File: src/rtl/ps2_mouse_pkg.sv
// Shared constants, types and helpers for the PS/2 mouse packet decoder.
package ps2_mouse_pkg;

  localparam int HDR_L    = 0;
  localparam int HDR_R    = 1;
  localparam int HDR_M    = 2;
  localparam int HDR_SYNC = 3;
  localparam int HDR_XS   = 4;
  localparam int HDR_YS   = 5;
  localparam int HDR_XO   = 6;
  localparam int HDR_YO   = 7;

  localparam logic [7:0] PS2_ACK = 8'hFA;
  localparam logic [7:0] PS2_BAT = 8'hAA;

  typedef enum logic [1:0] {WAIT_B0, WAIT_B1, WAIT_B2} state_e;

  // Header minus the always-one sync bit, held until the packet completes.
  typedef struct packed {
    logic yo, xo, ys, xs, m, r, l;
  } hdr_t;

  typedef struct packed {
    logic       yo, xo, m, r, l;
    logic [8:0] dx;
    logic [8:0] dy;
  } pkt_t;

  function automatic int timeout_cycles(input int clk_hz, input int us);
    return (clk_hz / 1000000) * us;
  endfunction

endpackage

File: src/rtl/ps2_cursor_accum.sv
// Absolute cursor position: signed accumulate of packet motion, clamp to screen, recentre.
module ps2_cursor_accum
  import ps2_mouse_pkg::*;
#(
  parameter int X_MAX = 639,
  parameter int Y_MAX = 479,
  parameter int POS_W = 10
) (
  input  logic             iCLK_50,
  input  logic             iRST,
  input  logic [8:0]       iDX,
  input  logic [8:0]       iDY,
  input  logic             iUPD,
  input  logic             iCLR,
  output logic [POS_W-1:0] oCUR_X,
  output logic [POS_W-1:0] oCUR_Y
);

  localparam logic [POS_W-1:0]        X_CTR = POS_W'(X_MAX / 2);
  localparam logic [POS_W-1:0]        Y_CTR = POS_W'(Y_MAX / 2);
  localparam logic [POS_W-1:0]        X_LIM = POS_W'(X_MAX);
  localparam logic [POS_W-1:0]        Y_LIM = POS_W'(Y_MAX);
  localparam logic signed [POS_W+1:0] X_LIM_S = (POS_W+2)'(X_MAX);
  localparam logic signed [POS_W+1:0] Y_LIM_S = (POS_W+2)'(Y_MAX);

  logic [POS_W-1:0]        x_q, x_d, y_q, y_d, x_clamp, y_clamp;
  logic signed [POS_W+1:0] sum_x, sum_y;

  always_comb begin
    // Screen Y grows downward while mouse Y grows upward, hence the subtract.
    sum_x = $signed({2'b00, x_q}) + $signed({{(POS_W-7){iDX[8]}}, iDX});
    sum_y = $signed({2'b00, y_q}) - $signed({{(POS_W-7){iDY[8]}}, iDY});

    if (sum_x[POS_W+1])       x_clamp = '0;
    else if (sum_x > X_LIM_S) x_clamp = X_LIM;
    else                      x_clamp = sum_x[POS_W-1:0];

    if (sum_y[POS_W+1])       y_clamp = '0;
    else if (sum_y > Y_LIM_S) y_clamp = Y_LIM;
    else                      y_clamp = sum_y[POS_W-1:0];

    x_d = x_q;
    y_d = y_q;
    if (iCLR) begin
      x_d = X_CTR;
      y_d = Y_CTR;
    end else if (iUPD) begin
      x_d = x_clamp;
      y_d = y_clamp;
    end
  end

  always_ff @(posedge iCLK_50) begin
    if (iRST) begin
      x_q <= X_CTR;
      y_q <= Y_CTR;
    end else begin
      x_q <= x_d;
      y_q <= y_d;
    end
  end

  assign oCUR_X = x_q;
  assign oCUR_Y = y_q;

endmodule

File: src/rtl/ps2_mouse_packet_decoder.sv
// Assembles 3-byte PS/2 stream packets with header sync and inter-byte timeout,
// registers button/motion outputs and drives the cursor accumulator.
module ps2_mouse_packet_decoder
  import ps2_mouse_pkg::*;
#(
  parameter int CLK_HZ     = 50000000,
  parameter int TIMEOUT_US = 2000,
  parameter int X_MAX      = 639,
  parameter int Y_MAX      = 479,
  parameter int POS_W      = 10
) (
  input  logic             iCLK_50,
  input  logic             iRST,
  input  logic [7:0]       iBYTE,
  input  logic             iBYTE_VALID,
  input  logic             iCLR_POS,
  output logic             oLEFBUT,
  output logic             oRIGBUT,
  output logic             oMIDBUT,
  output logic [8:0]       oDX,
  output logic [8:0]       oDY,
  output logic             oX_OVF,
  output logic             oY_OVF,
  output logic             oPKT_VALID,
  output logic             oSYNC_ERR,
  output logic [POS_W-1:0] oCUR_X,
  output logic [POS_W-1:0] oCUR_Y
);

  localparam int TIMEOUT_CYC = timeout_cycles(CLK_HZ, TIMEOUT_US);
  localparam int CNT_W       = $clog2(TIMEOUT_CYC + 1);
  localparam logic [CNT_W-1:0] CNT_LAST = CNT_W'(TIMEOUT_CYC - 1);

  state_e           state_q, state_d;
  logic [CNT_W-1:0] cnt_q, cnt_d;
  hdr_t             hdr_q, hdr_d;
  logic [7:0]       b1_q, b1_d;
  pkt_t             pkt_q, pkt_d;
  logic             pkt_vld_q, pkt_vld_d;
  logic             sync_err_q, sync_err_d;
  logic [8:0]       dx_eff, dy_eff;

  always_comb begin
    state_d    = state_q;
    cnt_d      = '0;
    hdr_d      = hdr_q;
    b1_d       = b1_q;
    pkt_d      = pkt_q;
    pkt_vld_d  = 1'b0;
    sync_err_d = 1'b0;

    unique case (state_q)
      WAIT_B0: begin
        if (iBYTE_VALID && iBYTE != PS2_ACK && iBYTE != PS2_BAT) begin
          if (!iBYTE[HDR_SYNC]) begin
            sync_err_d = 1'b1;
          end else begin
            hdr_d.l  = iBYTE[HDR_L];
            hdr_d.r  = iBYTE[HDR_R];
            hdr_d.m  = iBYTE[HDR_M];
            hdr_d.xs = iBYTE[HDR_XS];
            hdr_d.ys = iBYTE[HDR_YS];
            hdr_d.xo = iBYTE[HDR_XO];
            hdr_d.yo = iBYTE[HDR_YO];
            state_d  = WAIT_B1;
          end
        end
      end
      WAIT_B1, WAIT_B2: begin
        // A byte in the final timeout cycle still counts as on time.
        if (iBYTE_VALID) begin
          if (state_q == WAIT_B1) begin
            b1_d    = iBYTE;
            state_d = WAIT_B2;
          end else begin
            pkt_d.l   = hdr_q.l;
            pkt_d.r   = hdr_q.r;
            pkt_d.m   = hdr_q.m;
            pkt_d.xo  = hdr_q.xo;
            pkt_d.yo  = hdr_q.yo;
            pkt_d.dx  = {hdr_q.xs, b1_q};
            pkt_d.dy  = {hdr_q.ys, iBYTE};
            pkt_vld_d = 1'b1;
            state_d   = WAIT_B0;
          end
        end else if (cnt_q == CNT_LAST) begin
          sync_err_d = 1'b1;
          state_d    = WAIT_B0;
        end else begin
          cnt_d = cnt_q + CNT_W'(1);
        end
      end
      default: state_d = WAIT_B0;
    endcase

    dx_eff = pkt_d.xo ? 9'd0 : pkt_d.dx;
    dy_eff = pkt_d.yo ? 9'd0 : pkt_d.dy;
  end

  always_ff @(posedge iCLK_50) begin
    if (iRST) begin
      state_q    <= WAIT_B0;
      cnt_q      <= '0;
      hdr_q      <= '0;
      b1_q       <= '0;
      pkt_q      <= '0;
      pkt_vld_q  <= 1'b0;
      sync_err_q <= 1'b0;
    end else begin
      state_q    <= state_d;
      cnt_q      <= cnt_d;
      hdr_q      <= hdr_d;
      b1_q       <= b1_d;
      pkt_q      <= pkt_d;
      pkt_vld_q  <= pkt_vld_d;
      sync_err_q <= sync_err_d;
    end
  end

  ps2_cursor_accum #(
    .X_MAX (X_MAX),
    .Y_MAX (Y_MAX),
    .POS_W (POS_W)
  ) u_cursor (
    .iCLK_50 (iCLK_50),
    .iRST    (iRST),
    .iDX     (dx_eff),
    .iDY     (dy_eff),
    .iUPD    (pkt_vld_d),
    .iCLR    (iCLR_POS),
    .oCUR_X  (oCUR_X),
    .oCUR_Y  (oCUR_Y)
  );

  assign oLEFBUT    = pkt_q.l;
  assign oRIGBUT    = pkt_q.r;
  assign oMIDBUT    = pkt_q.m;
  assign oDX        = pkt_q.dx;
  assign oDY        = pkt_q.dy;
  assign oX_OVF     = pkt_q.xo;
  assign oY_OVF     = pkt_q.yo;
  assign oPKT_VALID = pkt_vld_q;
  assign oSYNC_ERR  = sync_err_q;

endmodule

File: config.mk
export PLATFORM = sky130hd
export DESIGN_NAME = ps2_mouse_packet_decoder
export DESIGN_NICKNAME = d
export VERILOG_FILES = /design/src/rtl/ps2_mouse_pkg.sv /design/src/rtl/ps2_cursor_accum.sv /design/src/rtl/ps2_mouse_packet_decoder.sv
export SDC_FILE = /design/constraint.sdc
export NUM_CORES = 1
export LEC_CHECK = 0
export BUFFER_PORTS_ARGS = -buffer_cell sky130_fd_sc_hd__buf_2
export CORE_MARGIN = 10
export CORE_UTILIZATION = 58
export DETAILED_ROUTE_END_ITERATION = 10
export GPL_ROUTABILITY_DRIVEN = 0
export HOLD_SLACK_MARGIN = 0.12
export PLACE_DENSITY_LB_ADDON = 0.25
export SLEW_MARGIN = 0
export SYNTH_ARGS = -nofsm -noshare
export SYNTH_HDL_FRONTEND = slang
export SYNTH_HIERARCHICAL = 1
export SYNTH_SLANG_ARGS = --single-unit
File: constraint.sdc
create_clock -name iCLK_50 -period 4.6 [get_ports iCLK_50]
set_input_delay 0.92 -clock iCLK_50 [delete_from_list [all_inputs] [get_ports iCLK_50]]
set_output_delay 0.92 -clock iCLK_50 [all_outputs]
set_load 0.05 [all_outputs]
==> metrics, run 1 <==
Clock Latency Late Sink=0.37 ns; DIE WIDTH=106.8 um; result of the run=completed; share of synthesized area occupied by flip-flops and latches=between 30% and 40%; number of DRC markers in iteration 0=about 220; clock-pin transition on the worst setup and hold timing paths=0.09 ns; final number of setup-violating endpoints=0; Die Footprint=0.01140 mm2; number of fill cells=644; clock sink count=79; effective utilization at floorplan=59.88%; worst clock skew=0.006504 ns; slowest stage cell on the critical path=mux2_2; number of vias per cell after detailed routing=5.662; RSZ-0062 raised after global routing=no; cell breakdown of the critical path=inv_1, ha_1, nand3b_1, mux2_2, nor2_1, ha_1, inv_1, fa_1, a21oi_1, o21bai_4, a41oi_2, mux2i_1, o211ai_4, nor4_1, o221ai_1; Sum Neg Setup Slack=0 ns; total placed instance area=0.004693 mm2; TritonCTS clock tree=built; postcts setup bufs=0; synthesis-to-finish area growth=12.46%; share of the clock period used by the worst path=87.78%; port buffer count=56; Post-Syn Instances=between 500 and 600; Mean Syn Cell Area=8.579 um2; required time of the critical path=4.81 ns; data arrival time of the worst path=4.25 ns; maximum vdd drop=0.0002110 V; area of combinational cells with multiple inputs=between 0.002 and 0.003 mm2; nature of the critical path startpoint=flip-flop; CP max FO=10; normalized max-slew margin=43.68%; Cell Rows=31; number of buffers added to fix hold violations after cts=0; CTS root buf=clkbuf_8; number of enable flip-flop cells after synthesis=0; H-tree Lvls=3; routed via count=3754; Final Slew Violations=0; Syn Std Cell Area=approximately 0.0044 mm2; final routed DRC violation total=0; post-route ant nets=0; pin count of the biggest net entering global routing=49; core area=0.007292 mm2; leakage power=around 2.1 nW; number of resized instances in the post-cts repair step=0; HPWL after detailed placement=7947 um; number of buffers and inverters on the critical path=2; type of the tightest min-delay check=flip-flop to flip-flop; number of antenna repair diodes=0; area used by sequential logic in the layout=0.001582 mm2; FF+latch count, synth=79; number of nets in the finished design=600; Post-synth ARST share=0%; overall overflow remaining after global route=0; routed len/inst=15.64 um; maximum buffer depth of the clock tree=2; global router's overall resource usage=18.78%; Vert. Die Dim=106.8 um; most common flop cell mapped by yosys=dfxtp_1; Slowest Stage Delay on Critical Path=0.45 ns; number of buffers created by CTS=9; fraction of layout instances using a drive strength above 1=between 10% and 20%; synthesis warning total=6; endpoint class of the critical path=flip-flop; vias in the first global route=3735; worst setup path category=flip-flop to flip-flop; total wire length after detailed routing=10370 um; final hold violation count=0; number of violations of the max-capacitance limit=0; final critical-path required period=4.038 ns; detailed-router iteration count before antenna repair=4; wire length of the first global-routing pass=17700 um; antenna violations before repair=0; actual transition at the worst max-transition pin=0.8448 ns; Crit path max-delay family=compound AO/OA/AOI/OAI gates; I/O pin count=57; Mapped Nets=549; total power divided by cell area=301.5 mW/mm2; Achievable Freq=247.7 MHz; Post-Layout Inst Area=roughly 0.0049 mm2; count of different cell masters after synthesis=68
-- worst reg2reg max path, delay by kind of cell (launching register included) --
kind | cells | cell delay [ns]
simple gates | 3 | 0.70
compound gates | 5 | 1.02
mux | 2 | 0.76
fa+ha+maj | 3 | 0.91
buf+inv | 2 | 0.13
flops | 1 | 0.36
-- cell usage in the layout (no fill, tap or decap), drive strengths merged, types with 4 or more instances in the layout --
cell	synthesis	routed
nor2	80	80
dfxtp	79	79
buf	8	59
nand2	45	45
inv	31	32
a21oi	31	31
mux2i	26	26
ha	26	26
xnor2	19	19
o21ai	17	17
xor2	13	13
nor3	9	9
clkbuf	10	9
nand3	9	9
o221ai	7	7
or3	6	6
nor2b	6	6
a31oi	6	6
and4	6	6
nor4	5	5
nand4	5	5
and2	5	5
nand2b	4	4
o211ai	4	4
-- where the power goes --
part | switching [mW] | internal, mW | total, mW
clock | 0.272 | 0.306 | 0.578
sequential | 0.00810 | 0.696 | 0.704
combinational | 0.128 | 0.0695 | 0.198
-- stage by stage --
stage                     power (mW)  worst slack [ns]  util, %  hold slack, ns  cells
after detailed placement      0.9143            0.3165    64.36          0.4476    648
after global routing           1.533            0.2631    67.35          0.4803    663
after CTS                      1.490            0.6136    67.35          0.4604    663
after global placement        0.9094            0.4393    64.36          0.4443    648
final                          1.481            0.5622    67.35          0.4578    663
after floorplan               0.8696            0.6191        -          0.4312    509
-- per-layer routing --
metal / vias to the layer above / global-route usage (%) / part of all wire, %
met3: 12 / 4.012 / 6.4
li1: 1892 / - / -
met2: 93 / 31.12 / 47
met4: 0 / 6.867 / 1.3
met5: - / 0 / 0
met1: 1757 / 23.45 / 46
-- layout make-up --
cell class / count / share of cell area [%]
multi-input combinational: 380 / 52.31
sequential: 79 / 32.20
timing repair buffer: 59 / 6.166
clock buffer: 9 / 2.522
tap: 99 / 2.522
inverter: 31 / 2.369
clock inverter: 6 / 1.911
-- kinds of logic after synthesis --
kind of cell | synth area share [%]
DFF | 36.22
buffers and inverters | 4.957
adders and majority gates | 8.367
and+or+nand+nor | 21.09
AOI/OAI and AO/OA | 16.22
xor gates and xnor gates | 6.418
muxes | 6.733
-- final timing paths --
| path | to | start | cells past startpoint | slack (ns) |
|---|---|---|---|---|
| worst min-delay path | oRIGBUT$_SDFFE_PP0P_ | oRIGBUT$_SDFFE_PP0P_ | 2 | 0.46 |
| worst max-delay path | u_cursor/oCUR_Y[1]$_SDFFE_PP1P_ | state_q[0]$_SDFFE_PP0P_ | 15 | 0.56 |
| worst min register to register | oRIGBUT$_SDFFE_PP0P_ | oRIGBUT$_SDFFE_PP0P_ | 2 | 0.46 |
| worst max register to register | u_cursor/oCUR_Y[1]$_SDFFE_PP1P_ | state_q[0]$_SDFFE_PP0P_ | 15 | 0.56 |
-- synth_stat cells, drive strengths merged, types with 2 or more instances --
library cell / count / share of area [%]
a21oi: 31 / 3.6
a311oi: 2 / 0.40
mux2: 3 / 0.77
inv: 31 / 2.7
a21o: 3 / 0.52
a211oi: 2 / 0.34
nand4b: 2 / 0.40
dfxtp: 79 / 36
buf: 8 / 1.2
nor2: 80 / 6.9
o211ai: 4 / 1.1
mux2i: 26 / 6.0
fa: 2 / 0.92
xor2: 13 / 2.6
o22ai: 3 / 0.43
o21bai: 3 / 0.77
nand2b: 4 / 0.57
and4: 6 / 1.3
nand2: 45 / 3.9
a21boi: 2 / 0.34
a31oi: 6 / 0.86
nand3: 9 / 1.3
nor4b: 3 / 0.60
clkbuf: 10 / 0.89
xnor2: 19 / 3.8
or4: 2 / 0.46
ha: 26 / 7.4
nand4: 5 / 0.72
a22o: 2 / 0.40
o221ai: 7 / 1.5
nor2b: 6 / 0.86
nor3: 9 / 1.0
and2: 5 / 0.72
a41o: 3 / 0.72
or3: 6 / 0.86
o21a: 3 / 0.52
nor4: 5 / 0.72
o21ai: 17 / 2.0
-- sequential cells by signal, summed over array words and instances, names as in the netlist, 2 cells and up --
register / count
b1_q: 8
cnt_q: 17
hdr_q: 7
oDX: 9
oDY: 9
state_q: 2
u_cursor/oCUR_X: 10
u_cursor/oCUR_Y: 10
(Power assumes the default switching activity.)
==> run 2, diff against run 1 <==
==> constraint.sdc (replaced) <==
create_clock -name iCLK_50 -period 4.6 [get_ports iCLK_50]
set_input_delay 0.23 -clock iCLK_50 [delete_from_list [all_inputs] [get_ports iCLK_50]]
set_output_delay 0.23 -clock iCLK_50 [all_outputs]
set_load 0.05 [all_outputs]
==> run 2 against run 1 <==
Sequential cell count stayed put. Combinational power about the same. Final area is essentially flat. Core utilization up 0.052 points. Clock skew increased by 0.0067 ns. Non-clock buffer count decreased by 1. First-iteration DRC count is 17% lower. Worst setup slack got worse by 0.063 ns. Global-route usage up 0.076 points. Register-to-register slack got worse by 0.06 ns. Critical path type unchanged.
==> metrics, run 2 (same netlist as run 1, synthesis figures left out) <==
total power divided by cell area=just over 300 mW/mm2; max reg flops=17; Sum Neg Setup Slack=0 ns; final critical-path required period=4.101 ns; critical path startpoint=state_q[0]$_SDFFE_PP0P_; maximum buffer depth of the clock tree=2; Vert. Die Dim=106.8 um; postcts setup bufs=0; Hold Path Origin=iBYTE[7]; synthesis-to-finish area growth=12.55%; slowest stage cell on the critical path=a311oi_1; number of buffers added to fix hold violations after cts=0; required time of the critical path=4.85 ns; number of antenna repair diodes=0; Final Slew Violations=0; endpoint class of the critical path=flip-flop; number of resized instances in the post-cts repair step=0; most frequent cells in the layout=nor2_1 (80), dfxtp_1 (79), buf_2 (56); share of the clock period used by the worst path=89.15%; Die Footprint=0.01140 mm2; HPWL after detailed placement=~8000 um; pin count of the biggest net entering global routing=49; vias in the first global route=between 3k and 4k; most common cell after layout, fill and taps aside=nor2_1; Cell Rows=31; Slowest Stage Delay on Critical Path=0.48 ns; number of buffers created by CTS=9; detailed-router iteration count before antenna repair=4; port buffer count=56; number of nets in the finished design=599; wire length of the first global-routing pass=17710 um; number of vias per cell after detailed routing=5.689; core area=0.007292 mm2; number of violations of the max-capacitance limit=0; post-route ant nets=0; leakage power=between 2 and 2.5 nW; CP max FO=21; result of the run=completed; type of the tightest min-delay check=primary input to flip-flop; register ranked first by flip-flop count=cnt_q; worst setup path category=flip-flop to flip-flop; cell breakdown of the critical path=inv_1, ha_1, nand3b_1, buf_4, mux2i_1, nor2_1, ha_1, inv_1, fa_1, and2b_1, o211ai_2, a311oi_1, o221a_2, a22oi_2, a21boi_1, a32o_1; overall overflow remaining after global route=0; R2R Path Start=state_q[0]$_SDFFE_PP0P_; routed len/inst=15.81 um; final hold violation count=0; worst clock skew=0.01322 ns; clock-pin transition on the worst setup and hold timing paths=0.09 ns; maximum vdd drop=0.0002721 V; routed via count=3772; effective utilization at floorplan=59.88%; total wire length after detailed routing=approximately 10000 um; Clock Latency Late Sink=approximately 0.36 ns; area used by sequential logic in the layout=0.001582 mm2; nature of the critical path startpoint=flip-flop; Achievable Freq=about 240 MHz; number of fill cells=around 610; H-tree Lvls=3; TritonCTS clock tree=built; fraction of layout instances using a drive strength above 1=16.67%; global router's overall resource usage=a little under a fifth; area of combinational cells with multiple inputs=0.002569 mm2; normalized max-slew margin=a little over two fifths; share of the core filled with cells=between 60 and 70%; CTS root buf=clkbuf_8; final routed DRC violation total=0; actual transition at the worst max-transition pin=0.8555 ns; I/O pin count=57; clock sink count=about 80; final number of setup-violating endpoints=0; data arrival time of the worst path=4.35 ns; DIE WIDTH=106.8 um; RSZ-0062 raised after global routing=no; number of DRC markers in iteration 0=181; antenna violations before repair=0
run 2: changes by cell type in the layout (fill, tap and decap cells not counted):
cell	change
buf_4	-1
inv_8	+1
run 2: per-stage QoR:
step	area [um2]	cells	hold slack [ns]	worst slack (ns)	total power, mW
finish	4915	663	0.1575	0.4991	1.492
global route	4915	663	0.1710	0.1519	1.548
CTS	4915	663	0.1385	0.5221	1.499
detailed placement	4686	647	0.4482	0.5797	0.9129
global placement	4686	647	0.4412	0.6945	0.9081
floorplan	4367	509	0.3660	0.8183	0.8696
run 2: report_power, final:
part           leakage [nW]  internal [mW]  total, mW  switching (mW)
sequential            0.639          0.696      0.705         0.00834
clock                 0.112          0.313      0.592           0.279
combinational          1.37         0.0690      0.196           0.127
total                  2.12           1.08       1.49           0.414
run 2: final timing paths:
kind         cells after the start  slack [ns]                               to
max                             16        0.50  u_cursor/oCUR_X[7]$_SDFFE_PP0P_
min                              3        0.16             b1_q[7]$_SDFFE_PP0P_
max reg2reg                     16        0.50  u_cursor/oCUR_X[7]$_SDFFE_PP0P_
min reg2reg                      2        0.46             oRIGBUT$_SDFFE_PP0P_
run 2: cell type report:
type | count | share of cell area [%]
clock inverters | 7 | 2.138
well taps | 99 | 2.520
repair buffers | 58 | 6.008
inverters | 31 | 2.368
flip-flops and latches | 79 | 32.18
multi-input cells | 380 | 52.27
clock buffers | 9 | 2.520
run 2: routing by layer:
layer	vias up	routed length, um	track usage (%)
met1	1770	4739	23.77
met2	100	4947	30.68
li1	1887	-	-
met4	0	161	6.190
met5	-	0	0
met3	15	633	4.850
run 2: worst max-delay path: cells and delay by family (launching register included):
kind	cells	cell delay [ns]
AOI/OAI and AO/OA	6	1.44
and+or+nand+nor	3	0.61
muxes	1	0.15
adders and majority gates	3	0.90
DFF	1	0.38
buffers and inverters	3	0.51
